### src/rtl/csr_regfile.sv
// ---------------------------------------------------------------------------
// csr_regfile
// Machine-mode control and status register file. Answers CSR reads from the
// execute stage combinationally, commits pre-merged CSR write data at the
// clock edge, and holds the trap state (mstatus MIE/MPIE, mepc, mcause) that
// trap entry and mret update.
//
// Optional feature macro: CSR_COUNTERS_EN
//   defined   : 64-bit mcycle/minstret counters plus their R/W (0xB00/0xB80/
//               0xB02/0xB82) and read-only mirror (0xC00/0xC80/0xC02/0xC82)
//               addresses are implemented.
//   undefined : no counter flops; the eight counter addresses read 0 without
//               illegal_o, writes to them are dropped, and writes to the
//               read-only mirrors still flag illegal_o. instret_i is ignored.
//
// Ports
//   clk_i, rst_ni          clock, asynchronous active-low reset
//   csr_raddr_i/rdata_o    combinational read port
//   csr_we_i/waddr_i/wdata_i  write port, committed at the edge
//   illegal_o              unimplemented read address, or write to an
//                          unimplemented / read-only address
//   trap_i, trap_pc_i, trap_cause_i  trap entry pulse and its payload
//   mret_i                 mret commit pulse
//   instret_i              instruction-retired pulse
//   mtvec_o, mepc_o, mie_o current mtvec, mepc and mstatus.MIE
// ---------------------------------------------------------------------------
module csr_regfile #(
   parameter int unsigned XLEN        = 32,
   parameter logic [31:0] MTVEC_RESET = 32'h0000_0000,
   parameter logic [31:0] MISA_VALUE  = 32'h4000_0100
) (
   input  logic            clk_i,
   input  logic            rst_ni,
   input  logic [11:0]     csr_raddr_i,
   output logic [XLEN-1:0] csr_rdata_o,
   input  logic            csr_we_i,
   input  logic [11:0]     csr_waddr_i,
   input  logic [XLEN-1:0] csr_wdata_i,
   output logic            illegal_o,
   input  logic            trap_i,
   input  logic [XLEN-1:0] trap_pc_i,
   input  logic [XLEN-1:0] trap_cause_i,
   input  logic            mret_i,
   input  logic            instret_i,
   output logic [XLEN-1:0] mtvec_o,
   output logic [XLEN-1:0] mepc_o,
   output logic            mie_o
);

   localparam logic [11:0] ADDR_MSTATUS   = 12'h300;
   localparam logic [11:0] ADDR_MISA      = 12'h301;
   localparam logic [11:0] ADDR_MIE       = 12'h304;
   localparam logic [11:0] ADDR_MTVEC     = 12'h305;
   localparam logic [11:0] ADDR_MSCRATCH  = 12'h340;
   localparam logic [11:0] ADDR_MEPC      = 12'h341;
   localparam logic [11:0] ADDR_MCAUSE    = 12'h342;
   localparam logic [11:0] ADDR_MIP       = 12'h344;
   localparam logic [11:0] ADDR_MCYCLE    = 12'hB00;
   localparam logic [11:0] ADDR_MCYCLEH   = 12'hB80;
   localparam logic [11:0] ADDR_MINSTRET  = 12'hB02;
   localparam logic [11:0] ADDR_MINSTRETH = 12'hB82;
   localparam logic [11:0] ADDR_CYCLE     = 12'hC00;
   localparam logic [11:0] ADDR_CYCLEH    = 12'hC80;
   localparam logic [11:0] ADDR_INSTRET   = 12'hC02;
   localparam logic [11:0] ADDR_INSTRETH  = 12'hC82;

   logic        mstatus_mie_q,  mstatus_mie_d;
   logic        mstatus_mpie_q, mstatus_mpie_d;
   logic [31:0] mie_csr_q,      mie_csr_d;
   logic [31:0] mtvec_q,        mtvec_d;
   logic [31:0] mscratch_q,     mscratch_d;
   logic [31:0] mepc_q,         mepc_d;
   logic [31:0] mcause_q,       mcause_d;

   logic [31:0] mstatus_rd_s;
   logic [31:0] rdata_s;
   logic        rd_known_s;
   logic        wr_ok_s;

   // MPP is hard-wired to machine mode, so it always reads 2'b11.
   assign mstatus_rd_s = {19'd0, 2'b11, 3'd0, mstatus_mpie_q, 3'd0, mstatus_mie_q, 3'd0};

`ifdef CSR_COUNTERS_EN
   logic [63:0] mcycle_q,   mcycle_d;
   logic [63:0] minstret_q, minstret_d;
   logic [63:0] mcycle_rd_s;
   logic [63:0] minstret_rd_s;

   assign mcycle_rd_s   = mcycle_q;
   assign minstret_rd_s = minstret_q;
`else
   logic [63:0] mcycle_rd_s;
   logic [63:0] minstret_rd_s;
   logic        unused_instret_s;

   assign mcycle_rd_s      = 64'd0;
   assign minstret_rd_s    = 64'd0;
   assign unused_instret_s = instret_i;
`endif

   // Read mux: zero-latency, always from current register state (no bypass).
   always_comb begin
      rdata_s    = 32'd0;
      rd_known_s = 1'b1;
      case (csr_raddr_i)
         ADDR_MSTATUS:   rdata_s = mstatus_rd_s;
         ADDR_MISA:      rdata_s = MISA_VALUE;
         ADDR_MIE:       rdata_s = mie_csr_q;
         ADDR_MTVEC:     rdata_s = mtvec_q;
         ADDR_MSCRATCH:  rdata_s = mscratch_q;
         ADDR_MEPC:      rdata_s = mepc_q;
         ADDR_MCAUSE:    rdata_s = mcause_q;
         ADDR_MIP:       rdata_s = 32'd0;
         ADDR_MCYCLE,   ADDR_CYCLE:    rdata_s = mcycle_rd_s[31:0];
         ADDR_MCYCLEH,  ADDR_CYCLEH:   rdata_s = mcycle_rd_s[63:32];
         ADDR_MINSTRET, ADDR_INSTRET:  rdata_s = minstret_rd_s[31:0];
         ADDR_MINSTRETH, ADDR_INSTRETH: rdata_s = minstret_rd_s[63:32];
         default: begin
            rdata_s    = 32'd0;
            rd_known_s = 1'b0;
         end
      endcase
   end

   // Write legality: mip and the R/W counter halves accept (and may drop)
   // writes silently; misa and the read-only mirrors do not.
   always_comb begin
      wr_ok_s = 1'b0;
      case (csr_waddr_i)
         ADDR_MSTATUS, ADDR_MIE, ADDR_MTVEC, ADDR_MSCRATCH,
         ADDR_MEPC, ADDR_MCAUSE, ADDR_MIP,
         ADDR_MCYCLE, ADDR_MCYCLEH, ADDR_MINSTRET, ADDR_MINSTRETH: wr_ok_s = 1'b1;
         default: wr_ok_s = 1'b0;
      endcase
   end

   assign csr_rdata_o = rdata_s;
   assign illegal_o   = ~rd_known_s | (csr_we_i & ~wr_ok_s);

   // Trap state next value: trap beats mret beats a CSR write.
   always_comb begin
      mstatus_mie_d  = mstatus_mie_q;
      mstatus_mpie_d = mstatus_mpie_q;
      mie_csr_d      = mie_csr_q;
      mtvec_d        = mtvec_q;
      mscratch_d     = mscratch_q;
      mepc_d         = mepc_q;
      mcause_d       = mcause_q;
      if (trap_i) begin
         mepc_d         = trap_pc_i & ~32'd3;
         mcause_d       = trap_cause_i;
         mstatus_mpie_d = mstatus_mie_q;
         mstatus_mie_d  = 1'b0;
      end else if (mret_i) begin
         mstatus_mie_d  = mstatus_mpie_q;
         mstatus_mpie_d = 1'b1;
      end else if (csr_we_i) begin
         case (csr_waddr_i)
            ADDR_MSTATUS: begin
               mstatus_mie_d  = csr_wdata_i[3];
               mstatus_mpie_d = csr_wdata_i[7];
            end
            ADDR_MIE:      mie_csr_d  = csr_wdata_i;
            ADDR_MTVEC:    mtvec_d    = csr_wdata_i & ~32'd3;
            ADDR_MSCRATCH: mscratch_d = csr_wdata_i;
            ADDR_MEPC:     mepc_d     = csr_wdata_i & ~32'd3;
            ADDR_MCAUSE:   mcause_d   = csr_wdata_i;
            default: begin
               mcause_d = mcause_q;
            end
         endcase
      end else begin
         mcause_d = mcause_q;
      end
   end

   // Trap-state and machine CSR registers.
   always_ff @(posedge clk_i or negedge rst_ni) begin
      if (!rst_ni) begin
         mstatus_mie_q  <= 1'b0;
         mstatus_mpie_q <= 1'b0;
         mie_csr_q      <= 32'd0;
         mtvec_q        <= MTVEC_RESET;
         mscratch_q     <= 32'd0;
         mepc_q         <= 32'd0;
         mcause_q       <= 32'd0;
      end else begin
         mstatus_mie_q  <= mstatus_mie_d;
         mstatus_mpie_q <= mstatus_mpie_d;
         mie_csr_q      <= mie_csr_d;
         mtvec_q        <= mtvec_d;
         mscratch_q     <= mscratch_d;
         mepc_q         <= mepc_d;
         mcause_q       <= mcause_d;
      end
   end

`ifdef CSR_COUNTERS_EN
   // Counter next value: a write to either half replaces it and suppresses
   // that cycle's increment entirely; counters ignore trap/mret priority.
   always_comb begin
      mcycle_d   = mcycle_q + 64'd1;
      minstret_d = instret_i ? (minstret_q + 64'd1) : minstret_q;
      if (csr_we_i) begin
         case (csr_waddr_i)
            ADDR_MCYCLE:    mcycle_d   = {mcycle_q[63:32], csr_wdata_i};
            ADDR_MCYCLEH:   mcycle_d   = {csr_wdata_i, mcycle_q[31:0]};
            ADDR_MINSTRET:  minstret_d = {minstret_q[63:32], csr_wdata_i};
            ADDR_MINSTRETH: minstret_d = {csr_wdata_i, minstret_q[31:0]};
            default: begin
               mcycle_d = mcycle_q + 64'd1;
            end
         endcase
      end else begin
         mcycle_d = mcycle_q + 64'd1;
      end
   end

   // 64-bit cycle and instret counters.
   always_ff @(posedge clk_i or negedge rst_ni) begin
      if (!rst_ni) begin
         mcycle_q   <= 64'd0;
         minstret_q <= 64'd0;
      end else begin
         mcycle_q   <= mcycle_d;
         minstret_q <= minstret_d;
      end
   end
`endif

   assign mtvec_o = mtvec_q;
   assign mepc_o  = mepc_q;
   assign mie_o   = mstatus_mie_q;

endmodule

### config.mk
export PLATFORM = sky130hd
export DESIGN_NAME = csr_regfile
export DESIGN_NICKNAME = d
export VERILOG_FILES = /design/src/rtl/csr_regfile.sv
export SDC_FILE = /design/constraint.sdc
export NUM_CORES = 1
export LEC_CHECK = 0
export ABC_AREA = 1
export CORE_ASPECT_RATIO = 0.75
export CORE_MARGIN = 8
export CORE_UTILIZATION = 45
export DETAILED_ROUTE_END_ITERATION = 16
export PLACE_DENSITY = 0.78
export RECOVER_POWER = 100
export SLEW_MARGIN = 20
export SYNTH_ARGS = -nofsm -noshare
export SYNTH_HDL_FRONTEND = slang
export SYNTH_SLANG_ARGS = --single-unit
export TNS_END_PERCENT = 1
### constraint.sdc
create_clock -name clk_i -period 1.4 [get_ports clk_i]
set_input_delay 0.28 -clock clk_i [delete_from_list [all_inputs] [get_ports clk_i]]
set_output_delay 0.28 -clock clk_i [all_outputs]
set_load 0.005 [all_outputs]
==> flow_summary.ini, run 1 <==
[status]
status = finished, violations left
violations = setup timing

[die]
die_w_um = 176
dieArea_um2 = 24000
coreArea_um2 = 19100
initial_core_util_pct = 45.4
io_pins = 224
die-height_um = 136
rows = 44

[route]
drtIter0Drc = 948
dr.pass1.iters = 5
routed_via_density = 5.14
post_drt_wl_per_cell_um = 17.8
drc_errors = 0
dr_total_vias = 9567
drt-total-wl_um = 33200
final_antenna_net_count = 0

[pwr]
power.static_leakage_nw = 6.86
power-per-cell-area_nw_per_um2 = 828
ir_drop_v = 0.000676

[timing]
tns_ns = -25.52
max_slew.worst_pin.slew_ns = 0.806
clock.fmax_ghz = 0.533
finalClockSkew_ns = 0.000123
rsz0062_at_grt = yes
final_max_slew_viol_count = 0
hold_viol_final = 0
fin_crit_sh_pct = 134
min_period_ns = 1.88
finalWorstSetupSlack_ns = -0.477
finalSetupViolations = 157
slew_headroom_pct = 46.2

[critical_path]
required_ns = 1.12
rr_worst_depth = 5
cp-end-kind = output port
worstPathMaxFanout = 5
crit_arrival_ns = 1.60
crit_path_cell_trace = buf_6 > nor2_4 > nand2_2 > nor2_4 > buf_6 > nand2_8 > buf_8 > buf_6 > nor2_4 > nor3_2 > nand2_1 > buf_2
slowest_delay_ns = 0.16
cpMaxStageDelayCell = buf_6
rr_endpoint = mie_o$_DFFE_PN0P_
start_kind = input port
r2r-start = mstatus_mpie_q$_DFFE_PN0P_
r2r_setup_slack_ns = 0.50
crit_type = in -> out

[hold_path]
hp-class = in -> reg
min_from = trap_i
hold_end = mstatus_mpie_q$_DFFE_PN0P_
hold_depth = 5

[layout]
drive_gt1_share_pct = 28.2
final_cell_mix = nand2_1 (397), inv_1 (183), dfrtp_1 (158)
final_common_cell = nand2_1
fill_cells = 1541
diodes = 0
fin_nets = 1720
syn_to_final_growth_pct = 52.6

[grt]
grt.overflow.total = 0
grt_usage_pct = 26.9
grt_pass1_wl_um = 50500
antenna_found_initial = 1
grt_pass1_vias = 9620
grt_max_degree = 65

[placement]
gp_congestion = 0.884
hpwl_um = 22300
place_ws_ns = -1.19
portBuffers = 216

[clock_network]
cts-root-buf = clkbuf_16
cts_made_buffers = 17
clock_sinks = 158
worstSkewPairLatency_ns = 0.42
cts_tree = yes
htree_levels = 4
clkTransAtPathRegs_ns = 0.07
clock_path_buffers = 2

[synthesis]
avgSynthCellArea_um2 = 6.98
ys_ff_latch = 158
postSynthCellCount = 1241
synth-seq-area-share_pct = 45.6
synth_area_um2 = 8670
synth_warnings = 0
synthDistinctLibCells = 27

[run]
drv_cap = 0
==> Yosys cell counts, drive strengths merged <==
master  number  area (µm²)
nand4       18         128
nand3       51         260
buf         50         333
nor3        26         135
clkbuf      11        41.3
a21oi        4        20.0
o21ai      144         721
nor2       117         484
conb         1        3.75
or2          1        8.76
dfrtp      158        3950
inv        201         754
clkinv       1        5.00
o211ai      11         123
nand2      447        1700
==> where the power goes <==
part	internal [mW]	switching [mW]	total (mW)
Combinational	0.771	0.790	1.56
Sequential	4.75	0.121	4.87
Clock	2.48	2.04	4.52
Total	8.00	2.95	11.0
==> what timing repair did <==
item,CTS,global route
gates resized for setup,468,121
pin swaps,41,30
buffers inserted,21,0
hold buffers,1,0
cloned,4,2
endpoints found under the hold margin,22,0
endpoints found under the setup margin,224,210
==> sequential cells by signal, indices dropped and copies added, names as in the netlist <==
| name | cells |
|---|---|
| mtvec_o | 30 |
| mie_o | 1 |
| mscratch_q | 32 |
| mstatus_mpie_q | 1 |
| mepc_o | 30 |
| mie_csr_q | 32 |
| mcause_q | 32 |
==> critical path, delay by kind of cell <==
| family | cells | cell delay (ns) |
|---|---|---|
| AND/OR/NAND/NOR | 7 | 0.64 |
| buffers and inverters | 5 | 0.66 |
==> per-layer routing <==
layer	vias up	track usage [%]	wire, µm
li1	4512	-	-
met1	4492	34.1	13400
met2	476	43.6	15500
met3	85	6.30	3160
met4	2	11.4	1150
met5	-	0	13
==> layout make-up <==
cell class / instances / area (µm²) / area share, %
multi-input cells: 823 / 4130 / 31.2
flip-flops and latches: 158 / 3950 / 29.9
repair buffers: 391 / 3440 / 26.0
inverters: 202 / 798 / 6.04
clock buffers: 18 / 429 / 3.25
well taps: 253 / 317 / 2.39
clock inverters: 14 / 136 / 1.03
repair inverters: 1 / 16.3 / 0.123
==> how the worst max path moves through the flow <==
| stage | startpoint | to | cells after the start |
|---|---|---|---|
| 6_report | csr_raddr_i[4] | csr_rdata_o[19] | 12 |
| 5_1_grt | csr_raddr_i[4] | csr_rdata_o[19] | 11 |
| 4_1_cts | csr_raddr_i[10] | csr_rdata_o[11] | 14 |
| 3_5_place_dp | csr_raddr_i[6] | csr_rdata_o[25] | 14 |
| 3_3_place_gp | csr_raddr_i[6] | csr_rdata_o[3] | 14 |
| 2_1_floorplan | csr_raddr_i[4] | csr_rdata_o[13] | 10 |
==> cells by family (layout without fill, tap and decap cells) <==
logic type | Yosys count | after routing | synth area share (%)
compound gates | 159 | 159 | 9.96
buf+inv | 263 | 626 | 13.1
flops | 158 | 158 | 45.6
other cells | 1 | 4 | 0.0433
simple gates | 660 | 660 | 31.3
==> per-stage QoR <==
stage / cell area, µm² / hold WS, ns / cells / utilization, % / power, mW
6_report: 13200 / 0.352 / 1860 / 69.2 / 11.0
5_1_grt: 13200 / 0.361 / 1860 / 69.2 / 11.3
4_1_cts: 13100 / 0.299 / 1861 / 68.5 / 10.9
3_5_place_dp: 12300 / 0.183 / 1805 / 64.2 / 6.49
3_3_place_gp: 12300 / 0.181 / 1805 / 64.2 / 6.46
2_1_floorplan: 8730 / -0.0156 / 1244 / - / 5.41
No activity file was read; power rests on OpenSTA's default activity.
==> inputs of run 2 (changes only) <==
--- a/config.mk
+++ b/config.mk
@@ -6,6 +6,7 @@
 export NUM_CORES = 1
 export LEC_CHECK = 0
 export ABC_AREA = 1
+export CAP_MARGIN = 20
 export CORE_ASPECT_RATIO = 0.75
 export CORE_MARGIN = 8
 export CORE_UTILIZATION = 45
@@ -16,4 +17,4 @@
 export SYNTH_ARGS = -nofsm -noshare
 export SYNTH_HDL_FRONTEND = slang
 export SYNTH_SLANG_ARGS = --single-unit
-export TNS_END_PERCENT = 1
+export TNS_END_PERCENT = 30
==> flow_summary.ini, run 2 (synthesis results as in run 1) <==
[clock_network]
cts-root-buf = clkbuf_16
worstSkewPairLatency_ns = 0.42
cts_made_buffers = 17
clock_sinks = 158
cts_tree = yes
clock_path_buffers = 2
clkTransAtPathRegs_ns = 0.06
htree_levels = 4

[timing]
fin_crit_sh_pct = 137
rsz0062_at_grt = yes
hold_viol_final = 0
finalClockSkew_ns = 0.000141
fin_hold_ws_ns = 0.362
max_slew.worst_pin.slew_ns = 0.813
slew_headroom_pct = 45.8
min_period_ns = 1.92
finalSetupViolations = 98
clock.fmax_ghz = 0.522
finalWorstSetupSlack_ns = -0.516
final_max_slew_viol_count = 0

[die]
rows = 44
initial_core_util_pct = 45.4
coreArea_um2 = 19100
dieArea_um2 = 24000
die_w_um = 176
die-height_um = 136
io_pins = 224

[layout]
final_cell_mix = nand2_1 (358), inv_1 (179), dfrtp_1 (158)
utilization_pct = 72.4
regArea_um2 = 3950
fin_nets = 1746
fill_cells = 1395
stdcell_area_um2 = 13800
syn_to_final_growth_pct = 59.7
final_common_cell = nand2_1
largestRegisters = mcause_q: 32 flops, mie_csr_q: 32 flops, mscratch_q: 32 flops
drive_gt1_share_pct = 34.4
multi_input_area_um2 = 4460

[status]
violations = setup timing
status = finished, violations left

[grt]
grt_max_degree = 65
grt_usage_pct = 27.6
grt.overflow.total = 0
grt_pass1_wl_um = 51600
antenna_found_initial = 2
grt_pass1_vias = 9841

[critical_path]
crit_arrival_ns = 1.64
cp-end-kind = output port
r2r_setup_slack_ns = 0.49
rr_endpoint = mie_o$_DFFE_PN0P_
worstPathMaxFanout = 5
r2r-start = mstatus_mpie_q$_DFFE_PN0P_
rr_worst_depth = 5
crit_type = in -> out
start_kind = input port
required_ns = 1.12

[run]
drv_cap = 0

[placement]
gp_congestion = 0.884
place_ws_ns = -1.19
place_area_um2 = 12300
portBuffers = 216
hpwl_um = 22300

[pwr]
ir_drop_v = 0.000683
sw_frac_of_total_pct = 27.4
p_int_mw = 8.02
power.static_leakage_nw = 7.11
power_frac_clock_pct = 41.1
p_seq_share_pct = 44.2
pwr-share-comb_pct = 14.8
switchingPower_mw = 3.02
finalPower_mw = 11.0
power-per-cell-area_nw_per_um2 = 798

[route]
routed_via_density = 5.33
drtIter0Drc = 1150
dr.pass1.iters = 6
drc_errors = 0
dr_total_vias = 10058
final_antenna_net_count = 0
drt-total-wl_um = 36400
post_drt_wl_per_cell_um = 19.3

[hold_path]
hold_depth = 5
hold_end = mstatus_mpie_q$_DFFE_PN0P_
min_from = trap_i
hp-class = in -> reg
-- run 2: cell types whose count changed in the layout (fill, tap and decap cells not counted), sizes merged --
cell,delta
buf,+33
clkdlybuf4s15,-4
dlymetal6s2s,-4
clkdlybuf4s50,-6
dlygate4sd3,+2
dlygate4sd2,-2
diode,+1
clkbuf,+7
-- run 2: cell type report --
cell class              instances  area share (%)
diodes                          1          0.0181
repair inverters                1           0.118
multi-input cells             823            32.3
clock buffers                  18            3.10
well taps                     253            2.29
inverters                     202            5.77
repair buffers                417            26.9
clock inverters                14           0.986
flip-flops and latches        158            28.6
-- run 2: timing repair --
item / CTS / global route
gates cloned: 4 / 9
buffers inserted: 39 / 6
hold buffers: 1 / 0
hold endpoints to repair: 22 / 0
resized for setup: 561 / 203
endpoints found under the setup margin: 224 / 185
pin swaps: 63 / 40
-- run 2: power groups by stage --
stage,Clock (mW),Combinational [mW],Sequential (mW)
floorplan,0,0.471,4.94
global placement,0,1.52,4.93
detailed placement,0,1.55,4.94
CTS,4.55,1.59,4.86
global route,4.77,1.77,4.89
finish,4.53,1.63,4.88
-- run 2: per-layer routing --
metal	vias to the layer above	routed length, µm	track usage, %
met3	146	3950	7.85
li1	4562	-	-
met1	4724	13800	34.1
met5	-	13	0
met4	2	1730	11.9
met2	624	17000	44.6
-- run 2: worst max-delay path by stage --
| stage | from | depth (start not counted) | end | slack (ns) |
|---|---|---|---|---|
| after floorplan | csr_raddr_i[4] | 10 | csr_rdata_o[13] | -0.02 |
| after global placement | csr_raddr_i[6] | 14 | csr_rdata_o[3] | -1.18 |
| final | csr_raddr_i[4] | 12 | csr_rdata_o[20] | -0.52 |
| after CTS | csr_raddr_i[10] | 14 | csr_rdata_o[11] | -0.49 |
| after detailed placement | csr_raddr_i[6] | 14 | csr_rdata_o[25] | -1.19 |
| after global routing | csr_raddr_i[6] | 13 | csr_rdata_o[13] | -0.57 |
-- run 2: critical path, cell delays in order --
cell and delay (ns):
buf_6 0.09, nor2_4 0.13, nand2_2 0.08, nor2_4 0.15
buf_6 0.16, nand2_8 0.10, buf_8 0.16, buf_6 0.13
nor2_4 0.09, nor3_2 0.06, nand2_1 0.09, buf_2 0.11
-- run 2: through the flow --
stage                     std cells  setup TNS [ns]
after floorplan                1244          -0.527
after global placement         1805         -119.05
after detailed placement       1805         -122.05
after CTS                      1875          -13.89
after global routing           1887          -26.22
final                          1887          -16.90
